$ cat src/rtl/ddr_wr_pkg.sv
`default_nettype none
// ============================================================================
// Module   : ddr_wr_pkg
// Brief    : Shared types and constants for the DDR write-burst controller.
// Revision : 1.0
// ============================================================================
package ddr_wr_pkg;

  localparam int DDR_DATA_WIDTH = 256;
  localparam int DDR_BURST_LEN  = 16;

  function automatic int beat_bytes(input int width);
    return width / 8;
  endfunction

  localparam int BYTES_PER_BEAT = beat_bytes(DDR_DATA_WIDTH);
  localparam int BURST_BYTES    = DDR_BURST_LEN * BYTES_PER_BEAT;

  typedef enum logic [1:0] {
    ST_IDLE = 2'd0,
    ST_AW   = 2'd1,
    ST_W    = 2'd2,
    ST_B    = 2'd3
  } wr_state_e;

endpackage
`default_nettype wire

$ cat src/rtl/wr_skid_buf.sv
`default_nettype none
// ============================================================================
// Module   : wr_skid_buf
// Brief    : 2-entry buffer between a 1-cycle-latency FIFO read port and AXI W.
// Revision : 1.0
// ============================================================================
module wr_skid_buf #(
  parameter int DATA_WIDTH = 256
) (
  input  logic                  clk,
  input  logic                  rst_n,
  input  logic                  rd_issue,
  input  logic [DATA_WIDTH-1:0] rd_data,
  input  logic                  pop,
  output logic                  out_valid,
  output logic [DATA_WIDTH-1:0] out_data,
  output logic                  room
);

  logic [DATA_WIDTH-1:0] mem [2];
  logic                  wr_ptr;
  logic                  rd_ptr;
  logic                  in_flight;
  logic [1:0]            count;
  logic [1:0]            committed;

  // Space is judged after this cycle's pop so a steady one-beat-per-cycle stream is sustained.
  assign committed = count + {1'b0, in_flight} - {1'b0, pop};
  assign room      = (committed < 2'd2);
  assign out_valid = (count != 2'd0);
  assign out_data  = mem[rd_ptr];

  always_ff @(posedge clk or negedge rst_n) begin
    if (!rst_n) begin
      mem[0]    <= '0;
      mem[1]    <= '0;
      wr_ptr    <= 1'b0;
      rd_ptr    <= 1'b0;
      in_flight <= 1'b0;
      count     <= 2'd0;
    end else begin
      in_flight <= rd_issue;
      if (in_flight) begin
        mem[wr_ptr] <= rd_data;
        wr_ptr      <= ~wr_ptr;
      end
      if (pop) begin
        rd_ptr <= ~rd_ptr;
      end
      count <= count + {1'b0, in_flight} - {1'b0, pop};
    end
  end

endmodule
`default_nettype wire

$ cat src/rtl/ddr_wr_burst_ctrl.sv
`default_nettype none
// ============================================================================
// Module   : ddr_wr_burst_ctrl
// Brief    : Drains the video FIFO into DDR as fixed-length AXI4 write bursts.
// Revision : 1.0
// ============================================================================
module ddr_wr_burst_ctrl
  import ddr_wr_pkg::*;
#(
  parameter int                    ADDR_WIDTH   = 28,
  parameter int                    DATA_WIDTH   = 256,
  parameter int                    LEVEL_WIDTH  = 11,
  parameter int                    BURST_LEN    = 16,
  parameter logic [ADDR_WIDTH-1:0] FRAME_BASE   = '0,
  parameter int                    FRAME_BURSTS = 3072
) (
  input  logic                    clk,
  input  logic                    rst_n,
  input  logic                    frame_start,
  output logic                    fifo_rd_en,
  input  logic [DATA_WIDTH-1:0]   fifo_rd_data,
  input  logic                    fifo_rd_empty,
  input  logic [LEVEL_WIDTH-1:0]  fifo_rd_water_level,
  output logic [ADDR_WIDTH-1:0]   m_awaddr,
  output logic [7:0]              m_awlen,
  output logic                    m_awvalid,
  input  logic                    m_awready,
  output logic [DATA_WIDTH-1:0]   m_wdata,
  output logic [DATA_WIDTH/8-1:0] m_wstrb,
  output logic                    m_wlast,
  output logic                    m_wvalid,
  input  logic                    m_wready,
  input  logic                    m_bvalid,
  output logic                    m_bready,
  output logic                    busy,
  output logic                    frame_done
);

  localparam int                     CNT_W     = $clog2(BURST_LEN + 1);
  localparam int                     BCNT_W    = $clog2(FRAME_BURSTS + 1);
  localparam logic [CNT_W-1:0]       LEN_C     = CNT_W'(BURST_LEN);
  localparam logic [CNT_W-1:0]       LAST_BEAT = CNT_W'(BURST_LEN - 1);
  localparam logic [BCNT_W-1:0]      LAST_BRST = BCNT_W'(FRAME_BURSTS - 1);
  localparam logic [LEVEL_WIDTH-1:0] LVL_THR   = LEVEL_WIDTH'(BURST_LEN);
  localparam logic [ADDR_WIDTH-1:0]  ADDR_INC  = ADDR_WIDTH'(BURST_LEN * beat_bytes(DATA_WIDTH));

  wr_state_e             state;
  wr_state_e             state_nx;
  logic [ADDR_WIDTH-1:0] burst_addr;
  logic [BCNT_W-1:0]     burst_cnt;
  logic [CNT_W-1:0]      rd_cnt;
  logic [CNT_W-1:0]      beat_cnt;
  logic                  fs_pending;
  logic                  level_ok;
  logic                  w_hs;
  logic                  skid_room;

  assign level_ok = (fifo_rd_water_level >= LVL_THR);
  assign w_hs     = m_wvalid & m_wready;
  assign m_awaddr = burst_addr;
  assign m_awlen  = 8'(BURST_LEN - 1);
  assign m_wstrb  = '1;
  assign m_wlast  = m_wvalid && (beat_cnt == LAST_BEAT);

  assign fifo_rd_en = (state == ST_W) && !fifo_rd_empty && skid_room && (rd_cnt < LEN_C);

  wr_skid_buf #(
    .DATA_WIDTH (DATA_WIDTH)
  ) u_skid (
    .clk       (clk),
    .rst_n     (rst_n),
    .rd_issue  (fifo_rd_en),
    .rd_data   (fifo_rd_data),
    .pop       (w_hs),
    .out_valid (m_wvalid),
    .out_data  (m_wdata),
    .room      (skid_room)
  );

  always_ff @(posedge clk or negedge rst_n) begin
    if (!rst_n) begin
      state <= ST_IDLE;
    end else begin
      state <= state_nx;
    end
  end

  always_comb begin
    state_nx  = state;
    m_awvalid = 1'b0;
    m_bready  = 1'b0;
    busy      = 1'b1;
    case (state)
      ST_IDLE: begin
        busy = 1'b0;
        if (level_ok) state_nx = ST_AW;
      end
      ST_AW: begin
        m_awvalid = 1'b1;
        if (m_awready) state_nx = ST_W;
      end
      ST_W: begin
        if (w_hs && m_wlast) state_nx = ST_B;
      end
      ST_B: begin
        m_bready = 1'b1;
        if (m_bvalid) state_nx = ST_IDLE;
      end
      default: state_nx = ST_IDLE;
    endcase
  end

  always_ff @(posedge clk or negedge rst_n) begin
    if (!rst_n) begin
      rd_cnt   <= '0;
      beat_cnt <= '0;
    end else if (state != ST_W) begin
      rd_cnt   <= '0;
      beat_cnt <= '0;
    end else begin
      if (fifo_rd_en) rd_cnt <= rd_cnt + 1'b1;
      if (w_hs) beat_cnt <= beat_cnt + 1'b1;
    end
  end

  // A frame restart only takes effect when the next burst is launched, never mid-burst.
  always_ff @(posedge clk or negedge rst_n) begin
    if (!rst_n) begin
      burst_addr <= FRAME_BASE;
      burst_cnt  <= '0;
      fs_pending <= 1'b0;
      frame_done <= 1'b0;
    end else begin
      frame_done <= 1'b0;
      if (frame_start) fs_pending <= 1'b1;
      if ((state == ST_IDLE) && level_ok && (fs_pending || frame_start)) begin
        burst_addr <= FRAME_BASE;
        burst_cnt  <= '0;
        fs_pending <= 1'b0;
      end
      if ((state == ST_B) && m_bvalid) begin
        if (burst_cnt == LAST_BRST) begin
          frame_done <= 1'b1;
          burst_addr <= FRAME_BASE;
          burst_cnt  <= '0;
        end else begin
          burst_addr <= burst_addr + ADDR_INC;
          burst_cnt  <= burst_cnt + 1'b1;
        end
      end
    end
  end

endmodule
`default_nettype wire

$ cat config.mk
export PLATFORM = sky130hd
export DESIGN_NAME = ddr_wr_burst_ctrl
export DESIGN_NICKNAME = d
export VERILOG_FILES = /design/src/rtl/ddr_wr_pkg.sv /design/src/rtl/wr_skid_buf.sv /design/src/rtl/ddr_wr_burst_ctrl.sv
export SDC_FILE = /design/constraint.sdc
export NUM_CORES = 1
export LEC_CHECK = 0
export CAP_MARGIN = 20
export CORE_MARGIN = 2
export CORE_UTILIZATION = 34
export CTS_CLUSTER_DIAMETER = 100
export DETAILED_ROUTE_END_ITERATION = 16
export DONT_BUFFER_PORTS = 1
export HOLD_SLACK_MARGIN = 0.02
export PLACE_DENSITY = 0.48
export SLEW_MARGIN = 10
export SYNTH_ARGS = -nofsm -noshare
export SYNTH_HDL_FRONTEND = slang
export SYNTH_SLANG_ARGS = --single-unit
$ cat constraint.sdc
create_clock -name clk -period 2.78 [get_ports clk]
set_input_delay 0.556 -clock clk [delete_from_list [all_inputs] [get_ports clk]]
set_output_delay 0.556 -clock clk [all_outputs]
set_load 0.02 [all_outputs]
==> flow_metrics.env <==
export IMPL_fin_crit_ns=3.09
export IMPL_critPathLaunch="u_skid.count[1]"
export IMPL_regArea_um2=14100
export IMPL_dr_pass1_iters=6
export IMPL_hp_class="in2async"
export IMPL_setup_tns_ns=-0.313
export IMPL_synth_area_leaders="dfrtp_1 (56%), mux2_2 (35%), buf_4 (1.5%)"
export IMPL_worst_slew_pin_slew_ns=1.01
export IMPL_p_switching_mw=14.2
export IMPL_grt_pass1_wl_um=90100
export IMPL_critical_path_arrival_ns=2.54
export IMPL_swShare_pct=36.9
export IMPL_slowest_delay_ns=0.37
export IMPL_grt_overflow=0
export IMPL_powerDensity_nw_per_um2=1350
export IMPL_synth_area_um2=24900
export IMPL_via_count=13544
export IMPL_slew_limit_headroom_pct=32.8
export IMPL_crit_path_start_kind="flip-flop"
export IMPL_pwr_share_clk_pct=22.4
export IMPL_criticalPathCategory="reg2out"
export IMPL_status="finished, violations left"
export IMPL_clk_pin_slew_ns=0.05
export IMPL_numCtsBuffers=68
export IMPL_drive_gt1_share_pct=53.0
export IMPL_endpoint="fifo_rd_en"
export IMPL_ff2ff_setup_slack_ns=0.32
export IMPL_crit_family="simple AND/OR/NAND/NOR gates"
export IMPL_initial_core_util_pct=34.2
export IMPL_die_x_um=275
export IMPL_leakage_nw=12.0
export IMPL_yosys_top_cells_count="mux2_2 (769), dfrtp_1 (562), buf_2 (68), buf_4 (49), nand2_1 (30)"
export IMPL_grt_use_total_pct=15.6
export IMPL_gp_congestion=0.761
export IMPL_io_pins=605
export IMPL_multi_input_area_um2=10200
export IMPL_synthArstFlopShare_pct=100
export IMPL_area_growth_pct=14.0
export IMPL_ir_drop_uv=656
export IMPL_required_ns=2.22
export IMPL_cts_tree="built"
export IMPL_ys_ff_latch=562
export IMPL_route_detailed_drc=0
export IMPL_first_iter_violations=492
export IMPL_cts_buffer_depth=3
export IMPL_die_area_um2=75400
export IMPL_rsz0062_at_grt="true"
export IMPL_wl_um=61300
export IMPL_clock_fmax_mhz=323
export IMPL_crit_fanout=3
export IMPL_endpoint_kind="output pin"
export IMPL_crit_slowest_cell="dfrtp_1"
export IMPL_clk_latency_ns=0.60
export IMPL_timing_critical_path_buf_inv=3
export IMPL_avgSynthCellArea_um2=14.7
export IMPL_antenna_found_initial=1
export IMPL_synth_top_cell_by_area="dfrtp_1"
export IMPL_grt_max_degree=563
export IMPL_chipHeight_um=275
export IMPL_yosysTopAreaCellShare_pct=56.5
export IMPL_crit_path_cell_trace="or2_4, nand2_2, inv_1, ha_1, inv_1, ha_1, xor3_2, nor4b_4, buf_6"
export IMPL_finalSetupViolCount=1
export IMPL_final_util_pct=39.0
export IMPL_seq_power_share_pct=36.0
export IMPL_rr_worst_depth=12
export IMPL_viasPerCell=4.98
export IMPL_diodes=0
export IMPL_cts_root_buf="clkbuf_16"
export IMPL_avgRoutedWirePerCell_um=22.5
export IMPL_synth_ff_type="dfrtp_1"
export IMPL_htreeDepth=3
export IMPL_core_um2=72700
export IMPL_layout_nets=1999
export IMPL_finalHoldViolations=0
export IMPL_r2r_end="rd_cnt[3]"
export IMPL_fin_ws_ns=-0.313
export IMPL_timing_final_crit_share_pct=111
export IMPL_cp_depth=9
export IMPL_ys_types=48
export IMPL_seq_area_frac_synth_pct=56.5
export IMPL_reg2reg_from="u_skid.count[1]"
export IMPL_num_rows=99
export IMPL_place_hpwl_um=41600
export IMPL_slew_viol_final=0
export IMPL_cts_sinks=562
export IMPL_ys_warn_count=0
export IMPL_netlist_instances=1690
export IMPL_n_fill_cell=6768
export IMPL_grt_pass1_vias=14358
export IMPL_yosysMostFrequentCell="mux2_2"
export IMPL_synth_edf_count=0
export IMPL_cap_violations=0
export IMPL_ant_nets=0
export IMPL_violations="negative setup slack"
export IMPL_p_int_mw=24.3
export IMPL_io_buffers=0
export IMPL_finalClockSkew_ns=0.0247
export IMPL_power_frac_comb_pct=41.6
==> final cells by class <==
type,count,area share [%]
Clock inverter,17,0.639
Sequential cell,562,49.6
Clock buffer,101,7.07
Timing Repair Buffer,49,2.53
Tap cell,959,4.23
Inverter,13,0.172
Multi-Input combinational cell,1019,35.8
==> cells in the final DEF (no fill, tap or decap), types with 2 or more instances in the layout <==
| master | instances |
|---|---|
| mux2_2 | 769 |
| dfrtp_1 | 561 |
| clkbuf_16 | 70 |
| conb_1 | 49 |
| nand2_1 | 28 |
| buf_4 | 22 |
| buf_12 | 21 |
| a31oi_1 | 19 |
| a21oi_1 | 18 |
| clkbuf_1 | 17 |
| nor2_1 | 15 |
| nand3_1 | 14 |
| clkbuf_8 | 14 |
| inv_1 | 13 |
| ha_1 | 12 |
| o21ai_0 | 9 |
| nand4_1 | 9 |
| and2_1 | 8 |
| clkinv_2 | 8 |
| or3_1 | 7 |
| xnor2_1 | 6 |
| nor3_1 | 5 |
| nor4_1 | 4 |
| mux2i_1 | 4 |
| buf_16 | 4 |
| and3_1 | 3 |
| or2_2 | 3 |
| a32oi_1 | 3 |
| a22o_1 | 3 |
| clkinv_8 | 3 |
| nor2b_1 | 2 |
| xor2_1 | 2 |
| a21boi_0 | 2 |
| o31ai_1 | 2 |
| o21ba_2 | 2 |
| bufinv_16 | 2 |
| clkinvlp_4 | 2 |
==> flip-flops by register name, indices dropped and copies added (netlist names), 2 cells and up <==
register / cells
m_awaddr: 19
rd_cnt: 5
u_skid.mem: 512
beat_cnt: 5
u_skid.count: 2
state: 2
burst_cnt: 12
==> power by group through the flow <==
stage | clock [mW] | sequential (mW) | combinational, mW
3_3_place_gp | 0 | 13.8 | 15.8
5_1_grt | 9.30 | 14.4 | 17.0
6_report | 8.61 | 13.8 | 16.0
4_1_cts | 8.96 | 13.9 | 16.2
2_1_floorplan | 0 | 13.4 | 13.1
3_5_place_dp | 0 | 14.0 | 16.0
==> metrics by stage <==
step	instances	area, um^2	worst slack [ns]	power [mW]	hold slack, ns
3_5_place_dp	2595	26100	0.233	30.1	0.278
3_3_place_gp	2595	26100	0.219	29.6	0.274
2_1_floorplan	1737	25100	0.0471	26.5	0.260
5_1_grt	2720	28400	-0.470	40.6	0.0671
4_1_cts	2715	28300	-0.421	39.0	-0.379
6_report	2720	28400	-0.313	38.4	0.0256
==> worst min-delay path by stage <==
| stage | startpoint | endpoint | cells past startpoint |
|---|---|---|---|
| floorplan | rst_n | beat_cnt[0] | 0 |
| global placement | rst_n | u_skid.mem[218] | 0 |
| detailed placement | rst_n | u_skid.mem[474] | 0 |
| CTS | rst_n | u_skid.mem[474] | 0 |
| global route | fifo_rd_data[80] | u_skid.mem[336] | 1 |
| finish | rst_n | u_skid.mem[287] | 1 |
==> per-layer routing <==
| metal | track usage [%] | share of wire, % | vias to the layer above |
|---|---|---|---|
| li1 | - | - | 6026 |
| met1 | 17.0 | 36 | 7051 |
| met2 | 26.9 | 51 | 381 |
| met3 | 6.88 | 10 | 86 |
| met4 | 5.15 | 2.3 | 0 |
| met5 | 0 | 0 | - |
==> cell families after synthesis <==
kind of cell | synth area share [%]
AOI/OAI and AO/OA | 1.71
and+or+nand+nor | 2.37
xor gates and xnor gates | 0.382
buffers and inverters | 3.49
DFF | 56.5
other | 0.0302
adders and majority gates | 0.603
muxes | 34.9
==> what timing repair did <==
action | CTS | global route
endpoints found under the setup margin | 27 | 1
gates resized for setup | 0 | 1
pin swaps | 0 | 1
endpoints found under the hold margin | 562 | 60
buffers inserted | 2 | 0
No activity file was read; power rests on OpenSTA's default activity.
